--- config.mk ---
export PLATFORM = sky130hd
export DESIGN_NAME = mmio_frame_bridge
export DESIGN_NICKNAME = d
export VERILOG_FILES = /design/src/rtl/mmio_frame_bridge_pkg.sv /design/src/rtl/mmio_frame_bridge_key_event_fifo.sv /design/src/rtl/mmio_frame_bridge.sv
export SDC_FILE = /design/constraint.sdc
export NUM_CORES = 1
export LEC_CHECK = 0
export BUFFER_PORTS_ARGS = -buffer_cell sky130_fd_sc_hd__buf_2
export CORE_MARGIN = 2
export CORE_UTILIZATION = 30
export CTS_BUF_LIST = sky130_fd_sc_hd__clkbuf_4
export DETAILED_ROUTE_END_ITERATION = 8
export HOLD_SLACK_MARGIN = 0.12
export PLACE_DENSITY = 0.53
export SLEW_MARGIN = 15
export SYNTH_ARGS = -nofsm -noshare
export SYNTH_HDL_FRONTEND = slang
export SYNTH_SLANG_ARGS = --single-unit
--- constraint.sdc ---
create_clock -name clock -period 2 [get_ports clock]
set_input_delay 0.3 -clock clock [delete_from_list [all_inputs] [get_ports clock]]
set_output_delay 0.3 -clock clock [all_outputs]
set_load 0.05 [all_outputs]
--- src/rtl/mmio_frame_bridge_pkg.sv ---
// Shared constants for the MMIO frame bridge: register offsets, bit indices, key entry width.
package mmio_frame_bridge_pkg;

  localparam int unsigned KEY_W = 8;

  // Control register offsets, relative to the end of the SHADOW bank (offset NUM_CH)
  localparam int unsigned OFF_CTRL   = 0;
  localparam int unsigned OFF_STATUS = 1;
  localparam int unsigned OFF_KEYPOP = 2;
  localparam int unsigned OFF_FRAME  = 3;
  localparam int unsigned OFF_SCORE  = 4;
  localparam int unsigned REG_SPAN   = 5;

  localparam int unsigned CTRL_COMMIT_EN    = 0;
  localparam int unsigned CTRL_FORCE_COMMIT = 1;

  localparam int unsigned ST_NONEMPTY = 0;
  localparam int unsigned ST_OVERFLOW = 1;
  localparam int unsigned ST_FULL     = 2;

  // KEYPOP valid flag sits in the MSB of the bus word
  function automatic int unsigned keypop_valid_bit(input int unsigned data_w);
    return data_w - 1;
  endfunction

endpackage

--- src/rtl/mmio_frame_bridge_key_event_fifo.sv ---
// Synchronous key-event FIFO with extra-MSB pointers and a sticky overflow flag.
module key_event_fifo #(
  parameter int unsigned DEPTH = 4,
  parameter int unsigned W     = 8
) (
  input  logic         clock,
  input  logic         resetn,
  input  logic         push,
  input  logic [W-1:0] push_data,
  input  logic         pop,
  input  logic         ovf_clr,
  output logic [W-1:0] head_c,
  output logic         empty_c,
  output logic         full_c,
  output logic         overflow
);

  localparam int unsigned PTR_W = $clog2(DEPTH) + 1;

  logic [PTR_W-1:0] wr_ptr;
  logic [PTR_W-1:0] rd_ptr;
  logic [W-1:0]     mem [DEPTH];
  logic             do_push;
  logic             do_pop;

  assign empty_c = (wr_ptr == rd_ptr);
  assign full_c  = (wr_ptr[PTR_W-1] != rd_ptr[PTR_W-1]) &&
                   (wr_ptr[PTR_W-2:0] == rd_ptr[PTR_W-2:0]);
  assign head_c  = mem[rd_ptr[PTR_W-2:0]];

  // A simultaneous pop frees the slot, so a push into a full FIFO still lands
  assign do_pop  = pop & ~empty_c;
  assign do_push = push & (~full_c | do_pop);

  always_ff @(posedge clock or negedge resetn) begin
    if (!resetn) begin
      wr_ptr   <= '0;
      rd_ptr   <= '0;
      overflow <= 1'b0;
    end else begin
      if (do_push) wr_ptr <= wr_ptr + PTR_W'(1);
      if (do_pop)  rd_ptr <= rd_ptr + PTR_W'(1);
      if (push && !do_push) overflow <= 1'b1;
      else if (ovf_clr)     overflow <= 1'b0;
    end
  end

  always_ff @(posedge clock) begin
    if (do_push) mem[wr_ptr[PTR_W-2:0]] <= push_data;
  end

endmodule

--- src/rtl/mmio_frame_bridge.sv ---
// Memory-mapped bridge: shadowed sprite channels committed on VS fall, key FIFO, frame counter, score.
module mmio_frame_bridge
  import mmio_frame_bridge_pkg::*;
#(
  parameter int unsigned        NUM_CH     = 8,
  parameter int unsigned        DATA_W     = 32,
  parameter int unsigned        ADDR_W     = 12,
  parameter logic [ADDR_W-1:0]  BASE_ADDR  = 12'hF00,
  parameter int unsigned        KEYQ_DEPTH = 4
) (
  input  logic                     clock,
  input  logic                     resetn,
  input  logic [ADDR_W-1:0]        bus_addr,
  input  logic [DATA_W-1:0]        bus_wdata,
  input  logic                     bus_wren,
  input  logic                     bus_rden,
  output logic [DATA_W-1:0]        bus_rdata,
  input  logic                     vsync_n_async,
  input  logic [KEY_W-1:0]         key_data,
  input  logic                     key_pressed,
  output logic [NUM_CH*DATA_W-1:0] ch_pos,
  output logic [15:0]              frame_cnt,
  output logic [DATA_W-1:0]        score_out,
  output logic                     key_irq
);

  localparam logic [ADDR_W-1:0] A_CTRL   = ADDR_W'(NUM_CH + OFF_CTRL);
  localparam logic [ADDR_W-1:0] A_STATUS = ADDR_W'(NUM_CH + OFF_STATUS);
  localparam logic [ADDR_W-1:0] A_KEYPOP = ADDR_W'(NUM_CH + OFF_KEYPOP);
  localparam logic [ADDR_W-1:0] A_FRAME  = ADDR_W'(NUM_CH + OFF_FRAME);
  localparam logic [ADDR_W-1:0] A_SCORE  = ADDR_W'(NUM_CH + OFF_SCORE);
  localparam int unsigned       VALID_B  = keypop_valid_bit(DATA_W);

  logic [DATA_W-1:0] shadow [NUM_CH];
  logic [ADDR_W-1:0] off;
  logic [DATA_W-1:0] rd_val;
  logic [2:0]        vs_s;
  logic              commit_ev;
  logic              commit_en;
  logic              force_pend;
  logic              key_prev;
  logic              wr_ctrl;
  logic [KEY_W-1:0]  fifo_head;
  logic              fifo_empty;
  logic              fifo_full;
  logic              fifo_ovf;

  // Addresses below BASE_ADDR wrap to large offsets and decode as nothing
  assign off       = bus_addr - BASE_ADDR;
  assign wr_ctrl   = bus_wren && (off == A_CTRL);
  assign commit_ev = vs_s[2] & ~vs_s[1];
  assign key_irq   = ~fifo_empty;

  key_event_fifo #(
    .DEPTH (KEYQ_DEPTH),
    .W     (KEY_W)
  ) u_keyq (
    .clock     (clock),
    .resetn    (resetn),
    .push      (key_pressed & ~key_prev),
    .push_data (key_data),
    .pop       (bus_rden && (off == A_KEYPOP)),
    .ovf_clr   (bus_wren && (off == A_STATUS) && bus_wdata[ST_OVERFLOW]),
    .head_c    (fifo_head),
    .empty_c   (fifo_empty),
    .full_c    (fifo_full),
    .overflow  (fifo_ovf)
  );

  // Read mux; unmapped offsets fall through to zero
  always_comb begin
    rd_val = '0;
    for (int i = 0; i < int'(NUM_CH); i++) begin
      if (off == ADDR_W'(i)) rd_val = shadow[i];
    end
    if (off == A_CTRL) begin
      rd_val[CTRL_COMMIT_EN] = commit_en;
    end else if (off == A_STATUS) begin
      rd_val[ST_NONEMPTY] = ~fifo_empty;
      rd_val[ST_OVERFLOW] = fifo_ovf;
      rd_val[ST_FULL]     = fifo_full;
    end else if (off == A_KEYPOP) begin
      if (!fifo_empty) begin
        rd_val[VALID_B]   = 1'b1;
        rd_val[KEY_W-1:0] = fifo_head;
      end
    end else if (off == A_FRAME) begin
      rd_val = DATA_W'(frame_cnt);
    end else if (off == A_SCORE) begin
      rd_val = score_out;
    end
  end

  always_ff @(posedge clock or negedge resetn) begin
    if (!resetn) begin
      vs_s       <= '0;
      key_prev   <= 1'b0;
      bus_rdata  <= '0;
      commit_en  <= 1'b1;
      force_pend <= 1'b0;
      score_out  <= '0;
      frame_cnt  <= '0;
      ch_pos     <= '0;
      for (int i = 0; i < int'(NUM_CH); i++) shadow[i] <= '0;
    end else begin
      vs_s       <= {vs_s[1:0], vsync_n_async};
      key_prev   <= key_pressed;
      force_pend <= wr_ctrl && bus_wdata[CTRL_FORCE_COMMIT];
      if (bus_rden) bus_rdata <= rd_val;
      if (wr_ctrl) commit_en <= bus_wdata[CTRL_COMMIT_EN];
      if (bus_wren && (off == A_SCORE)) score_out <= bus_wdata;
      for (int i = 0; i < int'(NUM_CH); i++) begin
        if (bus_wren && (off == ADDR_W'(i))) shadow[i] <= bus_wdata;
      end
      if (commit_ev) frame_cnt <= frame_cnt + 16'd1;
      // Copy sees pre-write shadow values, so a same-cycle write lands next frame
      if ((commit_ev && commit_en) || force_pend) begin
        for (int i = 0; i < int'(NUM_CH); i++) ch_pos[i*DATA_W +: DATA_W] <= shadow[i];
      end
    end
  end

endmodule
==> reports/qor.yml <==
drt:
  wl_met3_um: 8174
  viasPerCell: 5.071
  drcViolationCount: 0
  detail_route.wl_per_cell_um: 25.52
  wl_met1_um: 43150
  drtIter0Drc: 1487
  top_layer_used: "met4"
  final_antenna_net_count: 0
  wirelength_um: 104500
  dr.pass1.iters: 5
  route.met2.wl_um: 49640
  vias: 20760
die:
  die_y_um: 303.3
  start_util_pct: 30.32
  die_area_um2: 92020
  dieWidth_um: 303.3
  core_area_um2: 88650
  pin_count: 395
  placementRows: 109
clocking:
  clock_sinks: 637
  tritoncts: "built"
  numCtsBuffers: 172
  h-tree-depth: 4
  cts-root-buf: "clkbuf_4"
  cts_buffer_depth: 3
  clock_latency_ns: 1.06
  path_clk_slew_ns: 0.06
final_layout:
  final_cell_mix: "dfrtp_1 (567), mux2_2 (546), buf_4 (336)"
  final_common_cell: "dfrtp_1"
  finalNetCount: 2862
  syn_to_final_growth_pct: 44.55
  drive_above_1_share_pct: 57.74
  layoutNonFillerInstCount: 4094
  n_fill_cell: 8201
hold_path:
  worstHoldPathType: "input pin to flop"
global_routing:
  grt_max_degree: 43
  grt_pass1_wl_um: 150100
  antenna_found_initial: 2
  grt.total_usage_pct: 22.57
  grt_pass1_vias: 22050
  overflow: 0
outcome:
  violations: "setup timing"
  status: "finished with violations"
yosys:
  async_flop_share_pct: 94.98
  yosys.area.top_type: "dfrtp_1"
  seq_area_frac_synth_pct: 59.90
  syn_inst: 1890
  synth_seq_cells: 637
  syn_area_um2: 26880
  ys_types: 74
  synth-main-ff-cell: "dfrtp_1"
  syn_avg_cell_area_um2: 14.22
  synth_top_area_share_pct: 56.23
  synthesis.nets: 1954
  yosysWarnings: 0
  synth_edf_count: 32
  synthTopCellsByArea: "dfrtp_1 (56%), mux2_2 (23%), edfxtp_1 (3.6%), mux4_2 (1.3%), clkbuf_1 (0.85%)"
power:
  power_density_nw_per_um2: 719.8
  finalPower_mw: 27.97
  leakagePower_nw: 19.35
  irDropWorstVdd_uv: 440.0
sta:
  slew-limit-headroom_pct: 52.69
  layout_min_cycle_time_ns: 2.449
  timing.final.ws_setup_ns: -0.4492
  skew_ns: 0.1022
  maxClockFrequency_mhz: 408.3
  hold_ws_ns: 0.1696
  final_max_slew_viol_count: 0
  period_share_pct: 122.5
  setup_viol: 4
  fin_tns_setup_ns: -0.4768
  tightest_slew_ns: 0.7038
  rsz0062_at_grt: "true"
  finalHoldViolations: 0
placement:
  pre_cts_ws_ns: -0.4861
  dp_hpwl_um: 74430
  gp_congestion: 0.8594
  dp_cells: 3565
  io_buffers: 394
worst_setup_path:
  start_kind: "flop"
  end_kind: "output pin"
  crit_fanout: 2
  cp.arrival_ns: 2.15
  criticalPathCategory: "flop to output pin"
  required_ns: 1.70
job:
  maxCapViolCount: 0
per-layer routing:
metal	vias to the layer above	global-route usage (%)
met5	-	0
met4	0	8.835
met3	193	6.561
met2	873	36.20
met1	10730	28.75
li1	8961	-
worst paths after layout:
| kind | start | to | slack (ns) | cells past startpoint |
|---|---|---|---|---|
| max in group asynchronous | resetn | ch_pos[152]$_DFFE_PN0P_ | 0.87 | 6 |
| setup reg to reg | u_keyq.rd_ptr[1]$_DFFE_PN0P_ | bus_rdata[1]$_DFFE_PN0P_ | 0.11 | 7 |
| setup / recovery | u_keyq.rd_ptr[1]$_DFFE_PN0P_ | key_irq | -0.45 | 4 |
| hold / removal | bus_addr[5] | force_pend$_DFF_PN0_ | 0.17 | 7 |
| min in group asynchronous | resetn | shadow[139]$_DFFE_PN0P_ | 0.37 | 4 |
| hold reg to reg | vs_s[0]$_DFF_PN0_ | vs_s[1]$_DFF_PN0_ | 0.34 | 0 |
metrics by stage:
step                      instance area [um^2]  utilization (%)
after floorplan                          27060                -
after detailed placement                 32590            36.77
after global placement                   32590            36.77
after CTS                                38540            43.47
after global routing                     38850            43.83
final                                    38860            43.83
cells by family after synthesis:
family          count (synthesis)  share of synthesized area (%)
buf+inv                       135                          2.104
flops                         637                          59.90
mux                           584                          25.02
fa+ha+maj                       6                         0.2793
compound gates                274                          7.424
simple gates                  232                          4.561
xor+xnor                       22                         0.7168
sequential cells by signal (all words and copies together) (netlist names), 3 cells and up:
signal	flops
u_keyq.mem	32
bus_rdata	32
vs_s	3
frame_cnt	16
ch_pos	256
shadow	256
u_keyq.wr_ptr	3
u_keyq.rd_ptr	3
score_out	32
worst max-delay path, stage by stage, from the launching register on:
cell      delay, ns
dfrtp_2        0.43
xnor2_2        0.18
nand3b_1       0.17
buf_6          0.17
buf_12         0.14
where the power goes:
group | switching (mW) | total, mW | leakage, nW | internal [mW]
clock network | 5.61 | 11.9 | 1.32 | 6.27
logic | 1.59 | 2.71 | 9.39 | 1.11
registers | 0.166 | 13.4 | 8.64 | 13.2
area by class of cell:
type / instances / area [um^2] / area share (%)
diodes: 2 / 5.005 / 0.01288
clock buffers: 265 / 1989 / 5.120
clock inverters: 38 / 232.7 / 0.5989
inverters: 12 / 45.04 / 0.1159
multi-input cells: 1118 / 10430 / 26.85
flip-flops and latches: 637 / 16150 / 41.56
well taps: 1165 / 1458 / 3.751
repair buffers: 857 / 8548 / 22.00
cell usage after synthesis, types with 11 or more instances:
master and count:
a22o_1 13, mux2i_1 16, buf_2 41, nand3_1 41, a22oi_1 24, o22ai_1 22
inv_1 11, nor2_1 51, edfxtp_1 32, nor3_1 13, mux4_2 15, nand2_1 52
and3_1 13, xnor2_1 16, dfrtp_1 604, a21oi_1 31, mux2_2 546, o2bb2ai_1 16
clkbuf_1 61, o21ai_0 43, nor2b_1 13, a2bb2oi_1 11, buf_1 20
what timing repair did:
action,CTS,global route
setup buffers,82,39
endpoints found under the hold margin,1000,0
gates resized for setup,669,13
pin swaps,1,9
gates cloned,0,2
setup endpoints to repair,338,361
hold buffers,108,0
Power figures use the tool's default switching activity.
